[src/rtl/serv_dbg_fetch.sv]
// serv_dbg_fetch: latches fetched instructions, injects ebreak on debug entry, tracks RUN/PROCESS/DELAY, cause and PC-match triggers.
module serv_dbg_fetch #(
  parameter int NUM_TRIG   = 2,
  parameter int TRIG_IDX_W = 2
) (
  input  logic                  clk,
  input  logic                  i_rst,
  input  logic [31:0]           i_wb_rdt,
  input  logic                  i_wb_en,
  input  logic [31:0]           i_pc,
  input  logic                  i_cnt_done,
  input  logic                  i_dret,
  input  logic                  i_dbg_halt,
  input  logic                  i_dbg_step,
  input  logic                  i_trig_wen,
  input  logic [TRIG_IDX_W-1:0] i_trig_idx,
  input  logic [31:0]           i_trig_addr,
  input  logic                  i_trig_ena,
  output logic [31:0]           o_instr,
  output logic                  o_dbg_process,
  output logic                  o_dbg_delay,
  output logic [2:0]            o_dbg_cause,
  output logic [NUM_TRIG-1:0]   o_trig_hit
);
  localparam logic [31:0] EBREAK  = 32'h00100073;
  localparam logic [31:0] NOP     = 32'h00000013;
  localparam logic [1:0]  RUN     = 2'd0;
  localparam logic [1:0]  PROCESS = 2'd1;
  localparam logic [1:0]  DELAY   = 2'd2;
  logic [1:0]          state_q, state_d;
  logic [31:0]         instr_q, instr_d;
  logic [2:0]          cause_q, cause_d;
  logic [NUM_TRIG-1:0] trig_hit_q, trig_hit_d, ena_q, ena_d, hit;
  logic [31:0]         addr_q [NUM_TRIG];
  logic [31:0]         addr_d [NUM_TRIG];
  logic                run, req, enter;
  assign run   = state_q == RUN;
  assign req   = |hit | i_dbg_halt | i_dbg_step;
  assign enter = run & i_wb_en & (req | (i_wb_rdt == EBREAK));
  always_comb begin
    hit    = '0;
    ena_d  = ena_q;
    addr_d = addr_q;
    for (int k = 0; k < NUM_TRIG; k++) begin
      hit[k] = ena_q[k] & (addr_q[k] == i_pc);
      if (i_trig_wen && i_trig_idx == TRIG_IDX_W'(k)) begin
        ena_d[k]  = i_trig_ena;
        addr_d[k] = i_trig_addr;
      end
    end
  end
  always_ff @(posedge clk) begin
    if (i_rst) state_q <= DELAY;
    else       state_q <= state_d;
  end
  always_comb begin
    state_d = run ? (enter ? PROCESS : RUN) :
              state_q == PROCESS ? ((i_dret & i_cnt_done) ? DELAY : PROCESS) :
              (i_cnt_done ? RUN : DELAY);
  end
  always_comb begin
    instr_d    = i_wb_en ? ((run & req) ? EBREAK : i_wb_rdt) : instr_q;
    cause_d    = enter ? (|hit ? 3'd2 : i_dbg_halt ? 3'd3 : i_dbg_step ? 3'd4 : 3'd1) : cause_q;
    trig_hit_d = enter ? (|hit ? hit : '0) : trig_hit_q;
  end
  always_ff @(posedge clk) begin
    if (i_rst) begin
      instr_q    <= NOP;
      cause_q    <= '0;
      trig_hit_q <= '0;
      ena_q      <= '0;
      addr_q     <= '{default: '0};
    end else begin
      instr_q    <= instr_d;
      cause_q    <= cause_d;
      trig_hit_q <= trig_hit_d;
      ena_q      <= ena_d;
      addr_q     <= addr_d;
    end
  end
  always_comb begin
    o_dbg_process = state_q == PROCESS;
    o_dbg_delay   = state_q == DELAY;
    o_instr       = instr_q;
    o_dbg_cause   = cause_q;
    o_trig_hit    = trig_hit_q;
  end
endmodule

[config.mk]
export PLATFORM = sky130hd
export DESIGN_NAME = serv_dbg_fetch
export DESIGN_NICKNAME = d
export VERILOG_FILES = /design/src/rtl/serv_dbg_fetch.sv
export SDC_FILE = /design/constraint.sdc
export NUM_CORES = 1
export LEC_CHECK = 0
export CORE_MARGIN = 5
export CORE_UTILIZATION = 47
export DETAILED_ROUTE_END_ITERATION = 8
export GPL_TIMING_DRIVEN = 1
export HOLD_SLACK_MARGIN = 0.12
export PLACE_DENSITY = 0.84
export SETUP_SLACK_MARGIN = 0.05
export SYNTH_ARGS = -nofsm -noshare
export SYNTH_HDL_FRONTEND = slang
export SYNTH_SLANG_ARGS = --single-unit
[constraint.sdc]
create_clock -name clk -period 2.35 [get_ports clk]
set_input_delay 0.47 -clock clk [delete_from_list [all_inputs] [get_ports clk]]
set_output_delay 0.47 -clock clk [all_outputs]
set_load 0.02 [all_outputs]
==> impl_metrics.sql, run 1 <==
INSERT INTO impl_metrics (metric_group, metric, value, unit) VALUES
('worst_setup_path', 'setup.worst_path.end_class', 'register', ''),
('worst_setup_path', 'slowest_delay', '0.59', 'ns'),
('worst_setup_path', 'critical_path.most_common_cell', 'sky130_fd_sc_hd__buf_12', ''),
('grt', 'globalRouteOverflowTotal', '0', ''),
('sta', 'drv_slew', '0', ''),
('run', 'max_cap_violations', '0', ''),
('sta', 'setup-violations-final', '19', ''),
('yosys', 'avgSynthCellArea', '8.037', 'sq um'),
('sta', 'clock_tree_skew_after_final_layout', '0.009904', 'ns'),
('clock_network', 'max-clock-path-buffers', '2', ''),
('yosys', 'mappedNetlistNets', '707', ''),
('pwr', 'powerDensity', '569.2', 'nW/um^2'),
('grt', 'antenna_found_initial', '0', ''),
('detailed_routing', 'initialDrtViolationCount', '475', ''),
('floorplan', 'y_dimension_of_the_die', '111.3', 'um'),
('sta', 'tightestPinTransition', '0.6544', 'ns'),
('sta', 'rsz0062_at_grt', 'true', ''),
('detailed_routing', 'post_drt_via_cell_ratio', '5.495', ''),
('worst_setup_path', 'critical_path.startpoint_type', 'primary input', ''),
('yosys', 'synth_async_sr_flop_share', '0', '%'),
('clock_network', 'numClockSinks', '105', ''),
('place', 'place_worst_setup_slack', '-0.5563', 'ns'),
('floorplan', 'core.rowCount', '37', ''),
('detailed_routing', 'dr_total_vias', '4973', ''),
('floorplan', 'io_pins', '146', ''),
('yosys', 'synth_edf_count', '0', ''),
('yosys', 'synth.mux.area_fraction', '0', '%'),
('detailed_routing', 'routedWlPerCell', '17.71', 'um'),
('place', 'port_buffers', '145', ''),
('clock_network', 'cts_tree', 'done', ''),
('place', 'placed_cell_area', '6608', 'sq um'),
('clock_network', 'clock-root-buffer', 'sky130_fd_sc_hd__clkbuf_8', ''),
('finish', 'drive_above_1_share', '14.17', '%'),
('worst_setup_path', 'crit_type', 'in -> reg', ''),
('sta', 'final_period_minus_worst_setup_slack', '2.404', 'ns'),
('yosys', 'synth_compound_gate_area_share', '14.63', '%'),
('grt', 'number_of_global_route_vias_before_repair', '5084', ''),
('worst_setup_path', 'rr_worst_depth', '8', ''),
('sta', 'setup_ws', '-0.05394', 'ns'),
('floorplan', 'start_util', '47.35', '%'),
('detailed_routing', 'finalWirelength', '16.02', 'mm'),
('pwr', 'power.static_leakage', '2.686', 'nW'),
('run_status', 'status', 'finished with violations', ''),
('worst_setup_path', 'crit_path_cell_trace', 'clkdlybuf4s15_1 -> xor2_2 -> nor4_2 -> nand4_1 -> or4_4 -> a41oi_4 -> buf_12 -> buf_12 -> o31ai_1', ''),
('finish', 'areaGrowthSynthToFinish', '47.35', '%'),
('yosys', 'synth_seq_cells', '105', ''),
('yosys', 'synth.cell_area', '4822', 'sq um'),
('finish', 'multi_input_combinational_cell_area', '2769', 'sq um'),
('yosys', 'synth.lib_cells_used.distinct', '41', ''),
('run_status', 'violated_checks', 'negative setup slack', ''),
('yosys', 'synth-simple-area-share', '26.73', '%'),
('clock_network', 'hold_buffers', '0', ''),
('grt', 'groute.usage.overall', '25.05', '%'),
('finish', 'fillCellCount', '765', ''),
('yosys', 'yosys_warnings', '0', ''),
('place', 'post-dp-hpwl', '11.32', 'mm'),
('pwr', 'worst_ir_drop_vdd', '0.0003681', 'V'),
('yosys', 'synthesized_instance_count', '600', ''),
('yosys', 'adder_and_majority_gate_portion_of_the_synthesized_area', '0', '%'),
('sta', 'timing.max_slew.rel_slack', '56.38', '%'),
('worst_setup_path', 'cp.arrival', '2.63', 'ns'),
('floorplan', 'die_area', '12390', 'sq um'),
('floorplan', 'floorplan.die.width', '111.3', 'um'),
('finish', 'layout.cell_area.non_filler', '7106', 'sq um'),
('clock_network', 'clkSlewWorstSetupHoldPaths', '0.10', 'ns'),
('detailed_routing', 'drtPass1Iterations', '5', ''),
('yosys', 'xor_xnor_portion_of_the_synthesized_cell_area', '11.62', '%'),
('clock_network', 'insertion_delay', '0.36', 'ns'),
('finish', 'finish.net_count', '872', ''),
('yosys', 'proportion_of_synthesized_chip_area_in_sequential_cells', '43.59', '%'),
('yosys', 'main_combinational_cell_family_by_area_after_synthesis', 'simple AND/OR/NAND/NOR gates', '');
-- per-stage QoR --
step / utilization [%] / total power, W / hold slack [ns] / TNS (ns) / std cells
final: 69.77 / 0.004044 / 0.4643 / -0.5825 / 905
after global routing: 69.77 / 0.004198 / 0.4874 / -1.385 / 905
after CTS: 69.78 / 0.004060 / 0.4625 / 0 / 909
after detailed placement: 64.88 / 0.002683 / 0.4424 / -18.93 / 885
after global placement: 64.88 / 0.002664 / 0.4340 / -18.98 / 885
after floorplan: - / 0.002252 / 0.4481 / 0 / 600
-- flip-flops by register name, indices dropped and copies added (netlist names) --
signal       cells
o_instr         32
state_q          2
o_trig_hit       2
addr_q          64
ena_q            2
o_dbg_cause      3
-- Yosys cell counts (2+ instances only) --
| library cell | number | area share [%] |
|---|---|---|
| sky130_fd_sc_hd__nand4b_1 | 2 | 0.36 |
| sky130_fd_sc_hd__nor4_1 | 27 | 3.5 |
| sky130_fd_sc_hd__o22a_1 | 3 | 0.54 |
| sky130_fd_sc_hd__a21oi_1 | 72 | 7.5 |
| sky130_fd_sc_hd__inv_1 | 3 | 0.23 |
| sky130_fd_sc_hd__nor2b_1 | 3 | 0.39 |
| sky130_fd_sc_hd__or4_1 | 4 | 0.62 |
| sky130_fd_sc_hd__nand3_1 | 4 | 0.42 |
| sky130_fd_sc_hd__clkbuf_1 | 31 | 2.4 |
| sky130_fd_sc_hd__xnor2_1 | 9 | 1.6 |
| sky130_fd_sc_hd__buf_6 | 3 | 0.70 |
| sky130_fd_sc_hd__o21a_1 | 3 | 0.47 |
| sky130_fd_sc_hd__or4_4 | 2 | 0.47 |
| sky130_fd_sc_hd__nor3_1 | 5 | 0.52 |
| sky130_fd_sc_hd__dfxtp_1 | 105 | 44 |
| sky130_fd_sc_hd__xor2_1 | 55 | 10 |
| sky130_fd_sc_hd__nand2_1 | 195 | 15 |
| sky130_fd_sc_hd__nor4_2 | 3 | 0.78 |
| sky130_fd_sc_hd__nand4_1 | 9 | 1.2 |
| sky130_fd_sc_hd__o31a_2 | 2 | 0.42 |
| sky130_fd_sc_hd__o31ai_1 | 28 | 4.4 |
| sky130_fd_sc_hd__nor2_1 | 9 | 0.70 |
| sky130_fd_sc_hd__or2_2 | 3 | 0.39 |
| sky130_fd_sc_hd__or3_1 | 3 | 0.39 |
-- per-layer routing --
layer / routed length [um] / up-vias / global-route usage, %
li1: - / 2378 / -
met3: 1378 / 38 / 6.987
met5: 0 / - / 0
met2: 8029 / 224 / 44.99
met1: 6150 / 2333 / 28.79
met4: 466 / 0 / 7.624
-- layout by cell type, fill, tap and decap left out, types with 4 or more instances in the layout --
cell and n:
sky130_fd_sc_hd__xnor2_1 5, sky130_fd_sc_hd__clkdlybuf4s15_1 4, sky130_fd_sc_hd__xor2_2 11, sky130_fd_sc_hd__nand3_1 4
sky130_fd_sc_hd__or4_1 4, sky130_fd_sc_hd__nor3_1 5, sky130_fd_sc_hd__nor4_2 8, sky130_fd_sc_hd__buf_12 5
sky130_fd_sc_hd__xnor2_2 4, sky130_fd_sc_hd__nor4_1 22, sky130_fd_sc_hd__nand4_1 9, sky130_fd_sc_hd__dlygate4sd2_1 25
sky130_fd_sc_hd__clkdlybuf4s50_1 114, sky130_fd_sc_hd__buf_4 38, sky130_fd_sc_hd__nor2_1 9, sky130_fd_sc_hd__o31ai_1 18
sky130_fd_sc_hd__nand2_1 195, sky130_fd_sc_hd__a21oi_1 72, sky130_fd_sc_hd__xor2_1 44, sky130_fd_sc_hd__clkbuf_8 10
sky130_fd_sc_hd__dfxtp_1 101, sky130_fd_sc_hd__o31ai_2 10, sky130_fd_sc_hd__dfxtp_2 4
-- report_power, final --
part | total [W] | internal (W) | leakage [nW] | switching (W)
sequential | 0.00190 | 0.00185 | 0.858 | 0.0000503
combinational | 0.000798 | 0.000393 | 1.71 | 0.000406
clock | 0.00134 | 0.000732 | 0.122 | 0.000610
-- cell type report --
| type | instances | share of cell area, % |
|---|---|---|
| clock inverters | 5 | 1.462 |
| inverters | 3 | 0.1585 |
| well taps | 136 | 2.395 |
| flip-flops and latches | 105 | 29.65 |
| repair buffers | 189 | 25.43 |
| multi-input cells | 457 | 38.97 |
| clock buffers | 10 | 1.937 |
-- cells by family after synthesis --
family | after synthesis
and+or+nand+nor | 279
AOI/OAI and AO/OA | 114
DFF | 105
xor gates and xnor gates | 64
buffers and inverters | 38
-- critical path, delay by kind of cell --
family          cells  cell delay (ns)
buf+inv             3             0.54
xor+xnor            1             0.19
simple gates        3             1.07
compound gates      2             0.37
-- final timing paths --
| check | from | to | slack (ns) |
|---|---|---|---|
| min | o_instr[10] | o_instr[10] | 0.46 |
| max reg2reg | addr_q[8] | o_instr[22] | -0.03 |
| max | i_pc[8] | o_instr[22] | -0.05 |
| min reg2reg | o_instr[10] | o_instr[10] | 0.46 |
-- repair_timing --
item,4_1_cts,5_1_grt
resized for setup,54,23
endpoints found under the hold margin,0,0
gates cloned,3,0
buffers inserted,6,0
endpoints found under the setup margin,36,32
pin swaps,21,7
Note: power is estimated with default switching activity, not from simulation.
==> inputs of run 2 (changes only) <==
--- a/config.mk
+++ b/config.mk
@@ -5,12 +5,14 @@
 export SDC_FILE = /design/constraint.sdc
 export NUM_CORES = 1
 export LEC_CHECK = 0
+export ABC_AREA = 0
 export CORE_MARGIN = 5
 export CORE_UTILIZATION = 47
 export DETAILED_ROUTE_END_ITERATION = 8
 export GPL_TIMING_DRIVEN = 1
 export HOLD_SLACK_MARGIN = 0.12
 export PLACE_DENSITY = 0.84
+export RECOVER_POWER = 100
 export SETUP_SLACK_MARGIN = 0.05
 export SYNTH_ARGS = -nofsm -noshare
 export SYNTH_HDL_FRONTEND = slang
==> run 2 against run 1 <==
Compared with the run above:
- the run still ends with negative setup slack left
- combinational power is 2% lower
- clock power barely moved
- count of clock-buffer cells in the layout is the same
- wire length about the same
- clock skew is essentially flat
- sequential cell count unchanged
- die area did not move
- hold slack got worse by 0.0030 ns
- final area fell by 0.12%
- via count is 1.2% higher
- critical path type unchanged
- largest power group unchanged
- highest routed layer unchanged
==> impl_metrics.sql, run 2 (synthesized netlist as in run 1, its figures left out) <==
INSERT INTO impl_metrics (metric_group, metric, value, unit) VALUES
('run_status', 'status', 'finished with violations', ''),
('run_status', 'violated_checks', 'negative setup slack', ''),
('clock_network', 'cts_tree', 'done', ''),
('detailed_routing', 'post_drt_via_cell_ratio', '5.561', ''),
('finish', 'final_common_cell', 'sky130_fd_sc_hd__nand2_1', ''),
('detailed_routing', 'initialDrtViolationCount', '470', ''),
('sta', 'rsz0062_at_grt', 'true', ''),
('sta', 'setup_ws', '-0.05754', 'ns'),
('place', 'post-dp-hpwl', '11.32', 'mm'),
('clock_network', 'numClockSinks', '105', ''),
('grt', 'globalRouteOverflowTotal', '0', ''),
('finish', 'largest-register', 'addr_q', ''),
('floorplan', 'design.core.area', '10180', 'sq um'),
('worst_setup_path', 'critical_path_peak_fanout', '8', ''),
('sta', 'setup-violations-final', '20', ''),
('worst_setup_path', 'setup.worst_path.end_class', 'register', ''),
('finish', 'largest_register_ffs', '64', ''),
('pwr', 'switching_share', '26.40', '%'),
('pwr', 'powerDensity', '567.3', 'nW/um^2'),
('clock_network', 'clock-root-buffer', 'sky130_fd_sc_hd__clkbuf_8', ''),
('sta', 'timing.max_slew.rel_slack', '46.94', '%'),
('detailed_routing', 'final_antenna_net_count', '0', ''),
('pwr', 'power.share.sequential', '47.3', '%'),
('finish', 'postLayoutCoreUtil', '69.68', '%'),
('finish', 'finish.net_count', '872', ''),
('sta', 'tightestPinTransition', '0.7959', 'ns'),
('finish', 'regArea', '2107', 'sq um'),
('grt', 'grt_pass1_wl', '25.19', 'mm'),
('floorplan', 'start_util', '47.35', '%'),
('run', 'max_cap_violations', '0', ''),
('sta', 'finalHoldViolations', '0', ''),
('floorplan', 'floorplan.die.width', '111.3', 'um'),
('grt', 'number_of_global_route_vias_before_repair', '5084', ''),
('detailed_routing', 'dr_total_vias', '5033', ''),
('sta', 'whs', '0.4613', 'ns'),
('finish', 'drive_above_1_share', '14.04', '%'),
('pwr', 'power.static_leakage', '2.771', 'nW'),
('place', 'place_worst_setup_slack', '-0.5563', 'ns'),
('sta', 'clock_tree_skew_after_final_layout', '0.01022', 'ns'),
('detailed_routing', 'drcViolationCount', '0', ''),
('detailed_routing', 'routedWlPerCell', '17.72', 'um'),
('grt', 'groute.usage.overall', '25.05', '%'),
('finish', 'insertedDiodeCount', '0', ''),
('grt', 'antenna_found_initial', '0', ''),
('clock_network', 'hold_buffers', '0', ''),
('floorplan', 'die_area', '12390', 'sq um'),
('finish', 'layout.cell_area.non_filler', '7097', 'sq um'),
('finish', 'most-common-layout-cells', 'sky130_fd_sc_hd__nand2_1 (195), sky130_fd_sc_hd__dfxtp_1 (101), sky130_fd_sc_hd__clkdlybuf4s50_1 (73), sky130_fd_sc_hd__a21oi_1 (72), sky130_fd_sc_hd__xor2_1 (44)', ''),
('place', 'port_buffers', '145', ''),
('clock_network', 'max-clock-path-buffers', '2', ''),
('detailed_routing', 'drtPass1Iterations', '6', ''),
('sta', 'drv_slew', '0', ''),
('clock_network', 'htreeDepth', '3', ''),
('worst_setup_path', 'crit_type', 'in -> reg', ''),
('worst_setup_path', 'critical_path.startpoint_type', 'primary input', ''),
('worst_setup_path', 'worstPathRequired', '2.58', 'ns'),
('sta', 'period_share', '102.4', '%'),
('place', 'place_congestion', '0.9026', ''),
('pwr', 'comb_pwr_share', '19.5', '%'),
('clock_network', 'clkSlewWorstSetupHoldPaths', '0.09', 'ns'),
('floorplan', 'io_pins', '146', ''),
('pwr', 'worst_ir_drop_vdd', '0.0003678', 'V'),
('clock_network', 'cts-buffers-inserted', '9', ''),
('finish', 'fillCellCount', '768', ''),
('sta', 'final_period_minus_worst_setup_slack', '2.408', 'ns'),
('sta', 'maxClockFrequency', '415.4', 'MHz'),
('detailed_routing', 'finalWirelength', '16.04', 'mm'),
('finish', 'areaGrowthSynthToFinish', '47.17', '%'),
('pwr', 'total_switching_power', '0.001063', 'W'),
('grt', 'maximum_number_of_pins_on_one_net_before_global_route_repair', '59', ''),
('place', 'placed_cell_area', '6608', 'sq um'),
('pwr', 'power.share.clock', '33.3', '%'),
('floorplan', 'y_dimension_of_the_die', '111.3', 'um'),
('finish', 'multi_input_combinational_cell_area', '2769', 'sq um'),
('floorplan', 'core.rowCount', '37', ''),
('pwr', 'power.internal', '0.002963', 'W'),
('clock_network', 'insertion_delay', '0.36', 'ns'),
('worst_hold_path', 'timing.hold.worst.class', 'reg -> reg', ''),
('worst_setup_path', 'cp.arrival', '2.64', 'ns');
-- run 2: changes by cell type in the layout (fill, tap and decap cells not counted), sizes merged --
cell / before / now
dlygate4sd3: 0 / 41
buf: 45 / 41
clkbuf: 11 / 15
clkdlybuf4s50: 114 / 73
-- run 2: what timing repair did --
| item | CTS | global route |
|---|---|---|
| resized for setup | 54 | 23 |
| endpoints found under the setup margin | 36 | 32 |
| buffers inserted | 6 | 0 |
| pin swaps | 21 | 7 |
| gates cloned | 3 | 0 |
-- run 2: power by group through the flow --
stage	registers, W	clock network [W]	logic (W)
3_3_place_gp	0.00194	0	0.000728
6_report	0.00190	0.00134	0.000783
3_5_place_dp	0.00194	0	0.000743
5_1_grt	0.00191	0.00144	0.000831
4_1_cts	0.00190	0.00136	0.000796
2_1_floorplan	0.00198	0	0.000277
-- run 2: path summary, 6_finish.rpt --
| check | slack (ns) | end | depth (start not counted) | from |
|---|---|---|---|---|
| setup / recovery | -0.06 | o_instr[22] | 9 | i_pc[8] |
| hold / removal | 0.46 | o_instr[10] | 2 | o_instr[10] |
| setup reg to reg | -0.04 | o_instr[22] | 8 | addr_q[8] |
| hold reg to reg | 0.46 | o_instr[10] | 2 | o_instr[10] |
-- run 2: area by class of cell --
cell class / count / share of cell area, %
clock buffer: 10 / 1.939
clock inverter: 5 / 1.463
inverter: 3 / 0.1587
multi-input combinational: 457 / 39.02
sequential: 105 / 29.69
tap: 136 / 2.398
timing repair buffer: 189 / 25.33
-- run 2: worst max-delay path, cell delays in order --
cell                              delay [ns]
sky130_fd_sc_hd__clkdlybuf4s15_1        0.25
sky130_fd_sc_hd__xor2_2                 0.19
sky130_fd_sc_hd__nor4_2                 0.30
sky130_fd_sc_hd__nand4_1                0.17
sky130_fd_sc_hd__or4_4                  0.59
sky130_fd_sc_hd__a41oi_4                0.29
sky130_fd_sc_hd__buf_12                 0.16
sky130_fd_sc_hd__buf_12                 0.13
sky130_fd_sc_hd__o31ai_1                0.08
-- run 2: routing by layer --
layer  GRT usage (%)  vias up  part of all wire (%)
met5               0        -                     0
met4           7.624        0                   3.3
met3           6.987       47                   9.4
met2           44.99      276                    50
met1           28.79     2333                    38
li1                -     2377                     -
-- run 2: per-stage QoR --
step / std cells / setup TNS, ns / total power [W]
floorplan: 600 / 0 / 0.002252
global placement: 885 / -18.98 / 0.002664
detailed placement: 885 / -18.93 / 0.002683
CTS: 909 / 0 / 0.004060
global route: 905 / -1.385 / 0.004181
finish: 905 / -0.5836 / 0.004026
==> inputs of run 3 (changes only) <==
--- a/config.mk
+++ b/config.mk
@@ -9,11 +9,13 @@
 export CORE_MARGIN = 5
 export CORE_UTILIZATION = 47
 export DETAILED_ROUTE_END_ITERATION = 8
+export GPL_ROUTABILITY_DRIVEN = 0
 export GPL_TIMING_DRIVEN = 1
 export HOLD_SLACK_MARGIN = 0.12
 export PLACE_DENSITY = 0.84
 export RECOVER_POWER = 100
 export SETUP_SLACK_MARGIN = 0.05
+export SKIP_CTS_REPAIR_TIMING = 1
 export SYNTH_ARGS = -nofsm -noshare
 export SYNTH_HDL_FRONTEND = slang
 export SYNTH_SLANG_ARGS = --single-unit
==> run 3 against run 2 <==
Compared with the run above:
- the flow still finishes with violations (negative setup slack)
- final area shrank 0.23%
- global-route usage shrank 0.96 points
- power shrank 2.9%
- count of clock-buffer cells in the layout shrank 1
- wire length shrank 0.40%
- maximum frequency grew 1.6%
- clock power shrank 8%
- combinational power is essentially flat
- register-to-register slack gained 0.02 ns
- critical path depth shrank 1
- via count grew 1.6%
- core utilization shrank 0.16 points
- largest power group unchanged
==> impl_metrics.sql, run 3 (synthesized netlist as in run 1, its figures left out) <==
INSERT INTO impl_metrics (metric_group, metric, value, unit) VALUES
('grt', 'globalRouteOverflowTotal', '0', ''),
('sta', 'timing.max_slew.rel_slack', '46.62', '%'),
('worst_setup_path', 'crit_type', 'reg -> reg', ''),
('run_status', 'status', 'finished with violations', ''),
('worst_setup_path', 'critical_path.startpoint_type', 'register', ''),
('finish', 'fin_cells', '903', ''),
('place', 'place_worst_setup_slack', '-0.6384', 'ns'),
('floorplan', 'die_area', '12390', 'sq um'),
('worst_setup_path', 'cp.arrival', '2.61', 'ns'),
('floorplan', 'core.rowCount', '37', ''),
('run', 'max_cap_violations', '0', ''),
('clock_network', 'clock-root-buffer', 'sky130_fd_sc_hd__clkbuf_8', ''),
('finish', 'most-common-layout-cells', 'sky130_fd_sc_hd__nand2_1 (195), sky130_fd_sc_hd__dfxtp_1 (104), sky130_fd_sc_hd__clkdlybuf4s50_1 (77), sky130_fd_sc_hd__a21oi_1 (72), sky130_fd_sc_hd__xor2_1 (46)', ''),
('worst_setup_path', 'setup.worst_path.end_class', 'register', ''),
('detailed_routing', 'initialDrtViolationCount', '484', ''),
('sta', 'drv_slew', '0', ''),
('pwr', 'worst_ir_drop_vdd', '0.0004018', 'V'),
('sta', 'final_period_minus_worst_setup_slack', '2.369', 'ns'),
('sta', 'setup_ws', '-0.01887', 'ns'),
('place', 'port_buffers', '145', ''),
('worst_hold_path', 'timing.hold.worst_endpoint', 'o_instr[16]', ''),
('sta', 'clock_tree_skew_after_final_layout', '0.01426', 'ns'),
('detailed_routing', 'drcViolationCount', '0', ''),
('floorplan', 'io_pins', '146', ''),
('sta', 'setup-violations-final', '15', ''),
('finish', 'drive_above_1_share', '11.34', '%'),
('detailed_routing', 'dr_total_vias', '5114', ''),
('worst_setup_path', 'rr_worst_depth', '8', ''),
('detailed_routing', 'finalWirelength', '15.97', 'mm'),
('grt', 'groute.usage.overall', '24.09', '%'),
('sta', 'period_share', '100.8', '%'),
('finish', 'final_common_cell', 'sky130_fd_sc_hd__nand2_1', ''),
('floorplan', 'start_util', '47.35', '%'),
('place', 'post-dp-hpwl', '11.35', 'mm'),
('worst_setup_path', 'worstPathRequired', '2.59', 'ns'),
('finish', 'largest-register', 'addr_q', ''),
('place', 'dp.cells', '883', ''),
('sta', 'maxClockFrequency', '422.1', 'MHz'),
('worst_setup_path', 'worst-r2r-setup-slack', '-0.02', 'ns'),
('grt', 'antenna_found_initial', '0', ''),
('floorplan', 'floorplan.die.width', '111.3', 'um'),
('clock_network', 'cts_tree', 'done', ''),
('floorplan', 'design.core.area', '10180', 'sq um'),
('detailed_routing', 'drtPass1Iterations', '6', ''),
('detailed_routing', 'post_drt_via_cell_ratio', '5.663', ''),
('grt', 'number_of_global_route_vias_before_repair', '4937', ''),
('worst_hold_path', 'timing.hold.worst.class', 'reg -> reg', ''),
('sta', 'rsz0062_at_grt', 'true', ''),
('clock_network', 'numClockSinks', '105', ''),
('pwr', 'powerDensity', '552.2', 'nW/um^2'),
('finish', 'finish.net_count', '870', ''),
('finish', 'areaGrowthSynthToFinish', '46.83', '%'),
('floorplan', 'y_dimension_of_the_die', '111.3', 'um'),
('grt', 'maximum_number_of_pins_on_one_net_before_global_route_repair', '73', ''),
('grt', 'grt_pass1_wl', '24.58', 'mm'),
('sta', 'finalHoldViolations', '0', ''),
('clock_network', 'clkSlewWorstSetupHoldPaths', '0.10', 'ns'),
('pwr', 'power.static_leakage', '2.910', 'nW'),
('finish', 'largest_register_ffs', '64', ''),
('detailed_routing', 'routedWlPerCell', '17.69', 'um'),
('clock_network', 'insertion_delay', '0.37', 'ns'),
('clock_network', 'cts-buffers-inserted', '9', ''),
('worst_hold_path', 'timing.hold.worst_path_depth', '2', ''),
('detailed_routing', 'final_antenna_net_count', '0', ''),
('worst_hold_path', 'hold_start', 'o_instr[16]', ''),
('worst_setup_path', 'worst_flop_to_flop_path_endpoint', 'o_instr[29]', ''),
('clock_network', 'htreeDepth', '3', ''),
('clock_network', 'max-clock-path-buffers', '2', ''),
('worst_setup_path', 'critical_path_peak_fanout', '8', ''),
('finish', 'insertedDiodeCount', '0', ''),
('run_status', 'violated_checks', 'negative setup slack', ''),
('sta', 'tightestPinTransition', '0.8007', 'ns'),
('worst_setup_path', 'crit-reg2reg-launch', 'addr_q[0]', '');
## run 3: per-stage QoR
step | utilization (%) | total power (W) | instance area, sq um | setup TNS, ns | hold slack [ns]
global route | 69.52 | 0.004057 | 7081 | -1.562 | 0.4806
CTS | 66.95 | 0.003886 | 6819 | -8.109 | 0.4582
global placement | 64.85 | 0.002663 | 6605 | -18.75 | 0.4344
floorplan | - | 0.002252 | 4822 | 0 | 0.4481
detailed placement | 64.85 | 0.002683 | 6605 | -21.55 | 0.4382
finish | 69.52 | 0.003910 | 7081 | -0.1672 | 0.4538
## run 3: where the power goes
group	switching [W]	leakage (nW)	internal, W
Combinational	0.000398	1.95	0.000383
Sequential	0.0000468	0.857	0.00185
Clock	0.000629	0.106	0.000601
Total	0.00107	2.91	0.00284
## run 3: final cells by class
cell class | count | area, sq um
Tap cell | 136 | 170.2
Multi-Input combinational cell | 457 | 2675
Sequential cell | 105 | 2103
Inverter | 3 | 11.26
Timing Repair Buffer | 187 | 1907
Fill cell | 783 | 3104
Clock buffer | 9 | 123.9
Clock inverter | 6 | 90.09
## run 3: worst max-delay path, stage by stage (launching register included)
cell	delay, ns
sky130_fd_sc_hd__dfxtp_2	0.35
sky130_fd_sc_hd__xor2_2	0.19
sky130_fd_sc_hd__nor4_2	0.36
sky130_fd_sc_hd__nand4_1	0.18
sky130_fd_sc_hd__or4_4	0.54
sky130_fd_sc_hd__a41oi_4	0.25
sky130_fd_sc_hd__buf_12	0.15
sky130_fd_sc_hd__clkbuf_16	0.15
sky130_fd_sc_hd__o31ai_1	0.07
## run 3: routing by layer
| metal | global-route usage [%] | part of all wire (%) | vias to the layer above |
|---|---|---|---|
| met2 | 42.42 | 51 | 299 |
| met5 | 0 | 0 | - |
| met1 | 28.54 | 37 | 2391 |
| met4 | 7.137 | 3.0 | 0 |
| met3 | 6.605 | 9.2 | 54 |
| li1 | - | - | 2370 |
## run 3: worst max-delay path by stage
stage	to	start
after CTS	o_instr[26]	i_pc[14]
after global placement	o_instr[10]	i_pc[14]
after detailed placement	o_instr[26]	i_pc[14]
after floorplan	o_instr[24]	i_pc[23]
final	o_instr[29]	addr_q[0]
after global routing	o_instr[29]	i_pc[11]
